## src/rtl/gba_video_timing.sv

```systemverilog
// LCD/video timing generator: dot divider, h/v/frame counters, blank/sync levels,
// VCOUNT match, rising-edge event pulses, DMA triggers and masked IRQ requests.
module gba_video_timing #(
  parameter int H_ACTIVE = 240,
  parameter int H_TOTAL  = 308,
  parameter int V_ACTIVE = 160,
  parameter int V_TOTAL  = 228,
  parameter int HS_START = 280,
  parameter int HS_END   = 290,
  parameter int VS_START = 196,
  parameter int VS_END   = 200,
  parameter int DOT_DIV  = 4,
  parameter int HC_W     = 9,
  parameter int VC_W     = 8,
  parameter int FC_W     = 16
) (
  input  logic            clk,
  input  logic            rst_b,
  input  logic            enable,
  input  logic [VC_W-1:0] vcount_setting,
  input  logic [2:0]      irq_en,
  output logic            dot_ce,
  output logic [HC_W-1:0] hcount,
  output logic [VC_W-1:0] vcount,
  output logic [FC_W-1:0] frame_cnt,
  output logic            hblank,
  output logic            vblank,
  output logic            de,
  output logic            hsync,
  output logic            vsync,
  output logic            vcount_match,
  output logic            hblank_start,
  output logic            vblank_start,
  output logic            vmatch_start,
  output logic            hblank_dma_req,
  output logic            vblank_dma_req,
  output logic            irq_hblank,
  output logic            irq_vblank,
  output logic            irq_vcount
);

  localparam int DIV_W = (DOT_DIV > 1) ? $clog2(DOT_DIV) : 1;

  localparam logic [DIV_W-1:0] DIV_LAST = DIV_W'(DOT_DIV - 1);
  localparam logic [HC_W-1:0]  H_LAST   = HC_W'(H_TOTAL - 1);
  localparam logic [HC_W-1:0]  H_ACT    = HC_W'(H_ACTIVE);
  localparam logic [HC_W-1:0]  HS_ON    = HC_W'(HS_START);
  localparam logic [HC_W-1:0]  HS_OFF   = HC_W'(HS_END);
  localparam logic [VC_W-1:0]  V_LAST   = VC_W'(V_TOTAL - 1);
  localparam logic [VC_W-1:0]  V_ACT    = VC_W'(V_ACTIVE);
  localparam logic [VC_W-1:0]  VS_ON    = VC_W'(VS_START);
  localparam logic [VC_W-1:0]  VS_OFF   = VC_W'(VS_END);

  logic [DIV_W-1:0] div_cnt;
  logic             div_last;
  logic             hblank_p1;
  logic             vblank_p1;
  logic             vmatch_p1;

  // rst_b gating keeps dot_ce low during reset even when DOT_DIV=1
  assign div_last = (div_cnt == DIV_LAST);
  assign dot_ce   = enable & div_last & rst_b;

  always_ff @(posedge clk or negedge rst_b) begin
    if (!rst_b) begin
      div_cnt <= '0;
    end else if (enable) begin
      div_cnt <= div_last ? '0 : div_cnt + DIV_W'(1);
    end
  end

  // p0: dot / line / frame counters advance once per dot
  always_ff @(posedge clk or negedge rst_b) begin
    if (!rst_b) begin
      hcount    <= '0;
      vcount    <= '0;
      frame_cnt <= '0;
    end else if (dot_ce) begin
      if (hcount == H_LAST) begin
        hcount <= '0;
        if (vcount == V_LAST) begin
          vcount    <= '0;
          frame_cnt <= frame_cnt + FC_W'(1);
        end else begin
          vcount <= vcount + VC_W'(1);
        end
      end else begin
        hcount <= hcount + HC_W'(1);
      end
    end
  end

  assign hblank       = (hcount >= H_ACT);
  assign vblank       = (vcount >= V_ACT);
  assign de           = ~(hblank | vblank);
  assign hsync        = (hcount >= HS_ON) && (hcount < HS_OFF);
  assign vsync        = (vcount >= VS_ON) && (vcount < VS_OFF);
  assign vcount_match = (vcount == vcount_setting);

  // p1: level history tracks every clk; reset to 1 so nothing fires out of reset
  always_ff @(posedge clk or negedge rst_b) begin
    if (!rst_b) begin
      hblank_p1 <= 1'b1;
      vblank_p1 <= 1'b1;
      vmatch_p1 <= 1'b1;
    end else begin
      hblank_p1 <= hblank;
      vblank_p1 <= vblank;
      vmatch_p1 <= vcount_match;
    end
  end

  assign hblank_start   = enable & hblank & ~hblank_p1;
  assign vblank_start   = enable & vblank & ~vblank_p1;
  assign vmatch_start   = enable & vcount_match & ~vmatch_p1;

  // HBlank DMA only serves visible lines; the HBlank IRQ fires on every line
  assign hblank_dma_req = hblank_start & ~vblank;
  assign vblank_dma_req = vblank_start;

  assign irq_hblank     = hblank_start & irq_en[1];
  assign irq_vblank     = vblank_start & irq_en[0];
  assign irq_vcount     = vmatch_start & irq_en[2];

endmodule

```

## config.mk

```make
export PLATFORM = sky130hd
export DESIGN_NAME = gba_video_timing
export DESIGN_NICKNAME = d
export VERILOG_FILES = /design/src/rtl/gba_video_timing.sv
export SDC_FILE = /design/constraint.sdc
export NUM_CORES = 1
export LEC_CHECK = 0
export ABC_CLOCK_PERIOD_IN_PS = 1900
export BUFFER_PORTS_ARGS = -buffer_cell sky130_fd_sc_hd__buf_2
export CAP_MARGIN = 20
export CORE_MARGIN = 3
export CORE_UTILIZATION = 35
export CTS_BUF_LIST = sky130_fd_sc_hd__clkbuf_4 sky130_fd_sc_hd__clkbuf_8
export DETAILED_ROUTE_END_ITERATION = 16
export PLACE_DENSITY_LB_ADDON = 0.05
export RECOVER_POWER = 100
export SYNTH_ARGS = -nofsm -noshare
export SYNTH_HDL_FRONTEND = slang
export SYNTH_SLANG_ARGS = --single-unit
```

## constraint.sdc

```tcl
create_clock -name clk -period 1.9 [get_ports clk]
set_input_delay 0.095 -clock clk [delete_from_list [all_inputs] [get_ports clk]]
set_output_delay 0.095 -clock clk [all_outputs]
set_load 0.02 [all_outputs]
```

==> results summary, run 1 <==
The pin count of the biggest net entering global routing is 39. The clock transition at the register clock pins on the worst setup and hold paths after CTS is 0.08 ns. The post-synthesis compound-gate area fraction came out at 0.05006. The standard-cell row count is 27. Counting the buffers created by CTS gives 5. The number of top-level pins is 62. Across the run, the number of max-cap violations was 0.

The biggest area contributor in the post-synthesis netlist is sky130_fd_sc_hd__dfrtp_1. The share of the synthesized area in the top cell type came out at 0.4274. The count of final max-slew check failures is 0. The timing-limited maximum frequency came out at 545.4 MHz.

The core area came out at 5574 um^2. Setup repair after global routing could not meet its margin everywhere. In the global route stage, overall resource usage came out at 0.1544. The maximum VDD drop is 446.1 uV. The combinational family with the most area after synthesis is simple AND/OR/NAND/NOR gates. Dividing total power by cell area gives a power density of 773.6 nW/um^2. The area share of xor/xnor cells in the synthesized design is 0.1239. The diode insertion count for antenna repair is 0. The first-pass GRT wire length is 8024 um.

Buffers placed on the I/O ports in this run total 61. The sort of element at the start of the critical path is a register. The kind of critical path is reg -> out. The number of setup violations in the final report is 0.

The arrival time at the worst endpoint is 1.74 ns. The adder-cell area share of the yosys netlist is 0.03663. For this run, asynchronously set or reset flops after synthesis account for 1.000. The post-synthesis mux area share came out at 0.02137.

The sequential area share after synthesis came out at 0.4658. The clock arrives with 0.01021 ns of skew. Cell internal power was estimated by the tool at 1.563 mW. The number of DRC markers after the initial detailed-route iteration is 49. The power consumption came out at 2.130 mW. Among all cell types in the netlist, the one instantiated most often is sky130_fd_sc_hd__dfrtp_1. The number of synthesis warnings is 0. Counting flops and latches in the post-synthesis netlist gives 38. The die covers 6810 um^2.

The via count came out at 1783. TritonCTS built the clock tree. The average instance in the mapped netlist occupies 10.15 um^2. The largest fanout on the critical path is 5.

The number of nets in the synthesized netlist came out at 222. The cell count after synthesis came out at 202. The root buffer cell chosen for the clock tree is sky130_fd_sc_hd__clkbuf_8.

The via count of the first global-routing pass came out at 1635. The width of the die is 82.52 um. The deepest clock path buffer count came out at 2. The detail route stage leaves a number of antenna-violating nets equal to 0. From synthesis to final layout, the design area changed by 34.37%.

The number of enable flip-flop cells after synthesis came out at 0. The worst setup margin came out at 0.06641 ns. In the synthesized netlist the dominant register cell turns out to be sky130_fd_sc_hd__dfrtp_1.

The H-tree depth came out at 2. The count of unique library cells instantiated by Yosys came out at 41. The HPWL after detailed placement is 3618 um.

In this run the vertical extent of the chip is 82.52 um. The worst endpoint required time is 1.80 ns. The number of vias per cell is 5.008. The final critical delay including setup and external delays is 1.834 ns. Of the total power, combinational logic draws 0.176. The remaining max-slew budget at the tightest pin came out at 0.3545. Sorting the synthesized cells by area gives the leading types as sky130_fd_sc_hd__dfrtp_1 (43%), sky130_fd_sc_hd__xor2_1 (7.7%), sky130_fd_sc_hd__xnor2_1 (4.7%).

The placer congestion estimate came out at 0.7469. The switching portion of total power is 0.2662. The final standard cell utilization of the core is 0.4941. In the synthesized netlist, the cells that appear most often are sky130_fd_sc_hd__dfrtp_1 (35), sky130_fd_sc_hd__xor2_1 (18), sky130_fd_sc_hd__nand2_1 (14), sky130_fd_sc_hd__xnor2_1 (11). The worst hold path belongs to the class in -> reg.

For this design the total switching power over the nets is 0.5672 mW. The proportion of power drawn by the clock network came out at 0.394. In this run the static leakage power is 1.351 nW. The part of the cycle the worst path needs is 0.9650.

Counting every sink on the clock net gives 38. The final hold slack came out at 0.1500 ns. The number of hold violations in the final report came out at 0. The number of fillers in the final layout is 576. The number of antenna violations at the first check in global routing was 0. The endpoint type of the worst setup path is an output port. The flow ran to the end, and the final reports show no timing, DRC or antenna violations. Before antenna repair, the detailed router went through 4 iterations. The internal reg-to-reg setup slack is 0.15 ns. The starting density of the core came out at 0.3677. The final setup TNS is 0 ns. The post-place setup slack is 0.1718 ns. The part of the power in registers is 0.430. The final-stage net count came out at 303. The clock network latency to the later pin of the worst-skew pair is 0.29 ns.

In the final layout, the share of cells above drive strength 1 is 0.3099. The post-detailed-routing wire length is 5053 um. For this run the aggregate overflow at the end of global routing stands at 0. The share of synthesized cell area in and, or, nand and nor gates is 0.2613.

The routed wire length per instance is 14.19 um. The netlist area before placement came out at 2049 um^2. The number of remaining DRC errors came out at 0. At the pin with the least slew margin, the transition time is 0.9683 ns.
routing by layer:
metal,up-vias,GRT usage,wire [um]
li1,878,-,-
met1,865,0.2200,2458
met2,35,0.2332,2346
met3,5,0.03254,210
met4,0,0.04902,38
met5,-,0,0
cells in the final DEF, fill, tap and decap left out, types with 7 or more instances in the layout:
cell and instances:
sky130_fd_sc_hd__buf_4 17, sky130_fd_sc_hd__xnor2_1 7, sky130_fd_sc_hd__nor2_1 10, sky130_fd_sc_hd__nand3_1 10, sky130_fd_sc_hd__clkbuf_1 22, sky130_fd_sc_hd__xor2_1 18
sky130_fd_sc_hd__o21ai_1 7, sky130_fd_sc_hd__nand4_1 10, sky130_fd_sc_hd__nand2_1 14, sky130_fd_sc_hd__dfrtp_1 34, sky130_fd_sc_hd__inv_1 9, sky130_fd_sc_hd__buf_2 38
flip-flops by register name, summed over array words and instances, names as in the netlist:
name / flops
hcount: 9
vmatch_p1: 1
frame_cnt: 16
div_cnt: 2
vblank_p1: 1
vcount: 8
hblank_p1: 1
power groups by stage:
stage,clock (mW),sequential [mW],combinational (mW)
after floorplan,0,1.00,0.145
after global placement,0,0.931,0.375
after detailed placement,0,0.934,0.377
after CTS,0.856,0.919,0.380
after global routing,0.893,0.929,0.422
final,0.839,0.917,0.375
cells by family after synthesis:
logic type / after synthesis
xor gates and xnor gates: 29
and+or+nand+nor: 89
muxes: 4
AOI/OAI and AO/OA: 18
DFF: 38
adders and majority gates: 6
buffers and inverters: 18
worst max-delay path: stages (launching register included):
cell                      delay (ns)
sky130_fd_sc_hd__dfrtp_1        0.40
sky130_fd_sc_hd__buf_6          0.14
sky130_fd_sc_hd__xnor2_2        0.13
sky130_fd_sc_hd__nand4_1        0.17
sky130_fd_sc_hd__nor4b_4        0.32
sky130_fd_sc_hd__and2_1         0.17
sky130_fd_sc_hd__buf_6          0.12
final cells by class:
cell class | instances | area (um^2) | share of cell area
repair buffers | 83 | 460.4 | 0.1672
clock inverters | 3 | 68.82 | 0.02499
inverters | 9 | 33.78 | 0.01227
flip-flops and latches | 38 | 955.9 | 0.3471
multi-input cells | 146 | 1076 | 0.3907
well taps | 72 | 90.09 | 0.03271
clock buffers | 5 | 68.82 | 0.02499
stage by stage:
stage | area (um^2) | cells
floorplan | 2062 | 202
global placement | 2520 | 341
detailed placement | 2520 | 341
CTS | 2668 | 350
global route | 2754 | 356
finish | 2754 | 356
final timing paths:
kind / from / to / cells after the start
setup / recovery: vcount[0]$_DFFE_PN0P_ / irq_vcount / 6
hold / removal: enable / div_cnt[1]$_DFFE_PN0P_ / 2
setup reg to reg: vcount[0]$_DFFE_PN0P_ / frame_cnt[1]$_DFFE_PN0P_ / 6
hold reg to reg: frame_cnt[15]$_DFFE_PN0P_ / frame_cnt[15]$_DFFE_PN0P_ / 1
max in group asynchronous: rst_b / vcount[2]$_DFFE_PN0P_ / 3
min in group asynchronous: rst_b / vcount[4]$_DFFE_PN0P_ / 3
timing repair:
| item | 4_1_cts | 5_1_grt |
|---|---|---|
| hold buffers | 1 | 0 |
| setup buffers | 0 | 6 |
| endpoints found under the setup margin | 0 | 6 |
| gates resized for setup | 0 | 15 |
| endpoints found under the hold margin | 35 | 0 |
No activity file was read; power rests on OpenSTA's default activity.
==> inputs of run 2 (changes only) <==
- CELL_PAD_IN_SITES_DETAIL_PLACEMENT: default -> 1
- CELL_PAD_IN_SITES_GLOBAL_PLACEMENT: default -> 2
- CORE_UTILIZATION: 35 -> 32
==> run 2 against run 1 <==
Sequential power is essentially flat. Critical path depth rose by 1. Register-to-register slack is essentially flat. Sequential cell count unchanged. Largest power group unchanged. Worst hold slack got worse by 0.032 ns.
==> results summary, run 2 (synthesis gave the netlist of run 1 again) <==
The timing-limited maximum frequency is 558.8 MHz. The number of remaining DRC errors is 0. In this run the register-to-register setup slack is 0.14 ns. The area growth from synthesis to layout is 33.58%. Counting flops per register, the top entry is frame_cnt. In this run the horizontal extent of the chip is 86.03 um. The worst setup path is of the reg -> out kind. The port buffer count is 61. The number of antenna violations at the first check in global routing is 0. Leaving out fill and tap cells, the most frequent cell in the layout is sky130_fd_sc_hd__clkbuf_1.

The via count came out at 1805. The largest registers in the layout are frame_cnt (16), hcount (9), vcount (8). The final standard cell utilization of the core is 0.4517. The floorplan step set the die height to 86.03 um.

Counting I/O delays and the setup requirement, the final critical path takes 1.789 ns. The leakage power summed over all cells came out at 1.319 nW. The largest fanout on the critical path is 7.

The multi-input combinational cell area is 1056 um^2. The via count of the first global-routing pass came to 1882. The repair_antennas step left the layout with diodes totalling 0.

The placer congestion estimate came out at 0.7643. Clock-pin slew was measured on the worst setup and hold paths at 0.07 ns. Detailed placement ended at an HPWL of 4154 um.

Dividing total power by cell area gives a power density of 740.9 nW/um^2. The deepest clock path buffer count came out at 2. The number of setup violations in the final report is 0.

The worst min-delay path category is in -> reg. The path with the worst hold slack has its endpoint at vmatch_p1$_DFF_PN1_. The routed wire length per instance came out at 15.19 um. For the worst setup path, the data required time is 1.80 ns.

After detailed routing, the number of vias per cell comes to 4.959. The total overflow left after global routing is 0. The number of instances in the placed design is 350. The number of hold violations in the final report came out at 0. The clock buffer count from CTS came out at 5. TritonCTS built the clock tree. The starting density of the core came out at 0.3382.

The die footprint is 7401 um^2. The arrival time at the worst endpoint came out at 1.69 ns. The core area is 6061 um^2. The H-tree depth came out at 2. The clock network latency to the later pin of the worst-skew pair came out at 0.29 ns. In this run the remaining antenna-violating nets after routing total 0. The standard-cell row count came out at 28.

The pin count of the biggest net entering global routing came out at 39. The worst register-to-register path ends at frame_cnt[8]$_DFFE_PN0P_. The transition at the pin with the smallest max-transition slack is 0.9743 ns. The endpoint type of the worst setup path is an output port. The tree built by TritonCTS fans out to 38 sinks. The overall global routing resource usage is 0.1597. The number of max-cap violations is 0. In the layout the commonest cells are sky130_fd_sc_hd__clkbuf_1 (41), sky130_fd_sc_hd__dfrtp_1 (35), sky130_fd_sc_hd__buf_2 (20). The worst hold path begins at vcount_setting[6]. The sequential cell area in the final layout came out at 954.7 um^2. The part of the cycle the worst path needs came out at 0.9418. The number of fillers in the final layout is 742.

Of the cells placed in the final design, the portion with a size suffix greater than 1 is 0.2388. STA classifies the critical path startpoint as a register. In this run, the number of DRC markers left after iteration 0 of detailed routing was 55. The post-route non-filler standard cell count is 364. For the worst flop-to-flop path, the logic depth is 6. The number of top-level pins is 62. The first TritonRoute pass finished after 4 iterations.

The post-detailed-routing wire length is 5528 um. The register with the most flip-flops in the layout has 16 of them. The first-pass GRT wire length came out at 9446 um. The final worst clock skew is 0.008178 ns. The instance count along the most critical hold path is 4. The maximum VDD drop came out at 435.2 uV.

The count of final max-slew check failures is 0. The flow ran to the end, and the final reports show no timing, DRC or antenna violations. In this run the clock root is driven by a sky130_fd_sc_hd__clkbuf_8. The remaining max-slew budget at the tightest pin is 0.3504.

The worst register-to-register path begins at hcount[0]$_DFFE_PN0N_. The final-stage net count is 308.
## run 2: cell types whose count changed in the layout (fill, tap and decap cells not counted), moves of 2 or more
| cell | previous run | this run |
|---|---|---|
| sky130_fd_sc_hd__nor4_1 | 5 | 7 |
| sky130_fd_sc_hd__clkbuf_4 | 0 | 3 |
| sky130_fd_sc_hd__o21ai_1 | 7 | 3 |
| sky130_fd_sc_hd__nor4_2 | 3 | 1 |
| sky130_fd_sc_hd__clkbuf_1 | 22 | 41 |
| sky130_fd_sc_hd__buf_2 | 38 | 20 |
| sky130_fd_sc_hd__o21ai_0 | 0 | 4 |
## run 2: report_power, final
group | internal (mW) | switching [mW]
Combinational | 0.174 | 0.233
Sequential | 0.873 | 0.0403
Clock | 0.422 | 0.286
Total | 1.47 | 0.559
## run 2: per-layer routing
layer  global-route usage  wire [um]  vias up
met5                    0          0        -
met4              0.04173         79        0
met3              0.03170        266        8
met2               0.2642       2645       42
met1               0.2128       2537      871
li1                     -          -      884
## run 2: critical path: stages, from the launching register on
cell	delay (ns)
sky130_fd_sc_hd__dfrtp_1	0.39
sky130_fd_sc_hd__buf_6	0.14
sky130_fd_sc_hd__xnor2_2	0.11
sky130_fd_sc_hd__nand4_1	0.15
sky130_fd_sc_hd__clkbuf_4	0.17
sky130_fd_sc_hd__buf_4	0.12
sky130_fd_sc_hd__nor2_1	0.14
sky130_fd_sc_hd__buf_2	0.19
## run 2: repair_timing
item,4_1_cts,5_1_grt
setup endpoints to repair,1,10
pin swaps,2,8
buffers inserted,2,3
gates resized for setup,1,11
hold endpoints to repair,35,0
hold buffers,1,0
## run 2: worst max-delay path by stage
stage | end | slack (ns) | start | cells past startpoint
6_report | vcount_match | 0.11 | vcount[4]$_DFFE_PN0P_ | 7
5_1_grt | frame_cnt[8]$_DFFE_PN0P_ | -0.005 | hcount[0]$_DFFE_PN0N_ | 6
4_1_cts | irq_vcount | 0.01 | vcount[1]$_DFFE_PN0P_ | 6
3_5_place_dp | frame_cnt[8]$_DFFE_PN0P_ | 0.1 | hcount[0]$_DFFE_PN0N_ | 6
3_3_place_gp | frame_cnt[8]$_DFFE_PN0P_ | 0.18 | hcount[0]$_DFFE_PN0N_ | 6
2_1_floorplan | irq_vcount | -0.03 | vcount[5]$_DFFE_PN0P_ | 5
## run 2: cell type report
cell class	instances	share of cell area
well taps	75	0.03428
inverters	9	0.01234
repair buffers	88	0.1773
clock inverters	1	0.01097
clock buffers	7	0.03062
multi-input cells	146	0.3857
flip-flops and latches	38	0.3487
## run 2: per-stage QoR
stage	setup slack [ns]	power, mW	hold slack (ns)	cell area [um^2]	TNS [ns]
floorplan	-0.03246	1.145	-0.2006	2062	-0.03246
global placement	0.1823	1.317	0.2445	2581	0
detailed placement	0.09841	1.341	0.2332	2581	0
CTS	0.01171	2.056	0.1204	2728	0
global route	-0.004980	2.152	0.1380	2738	-0.004980
finish	0.1105	2.028	0.1181	2738	0
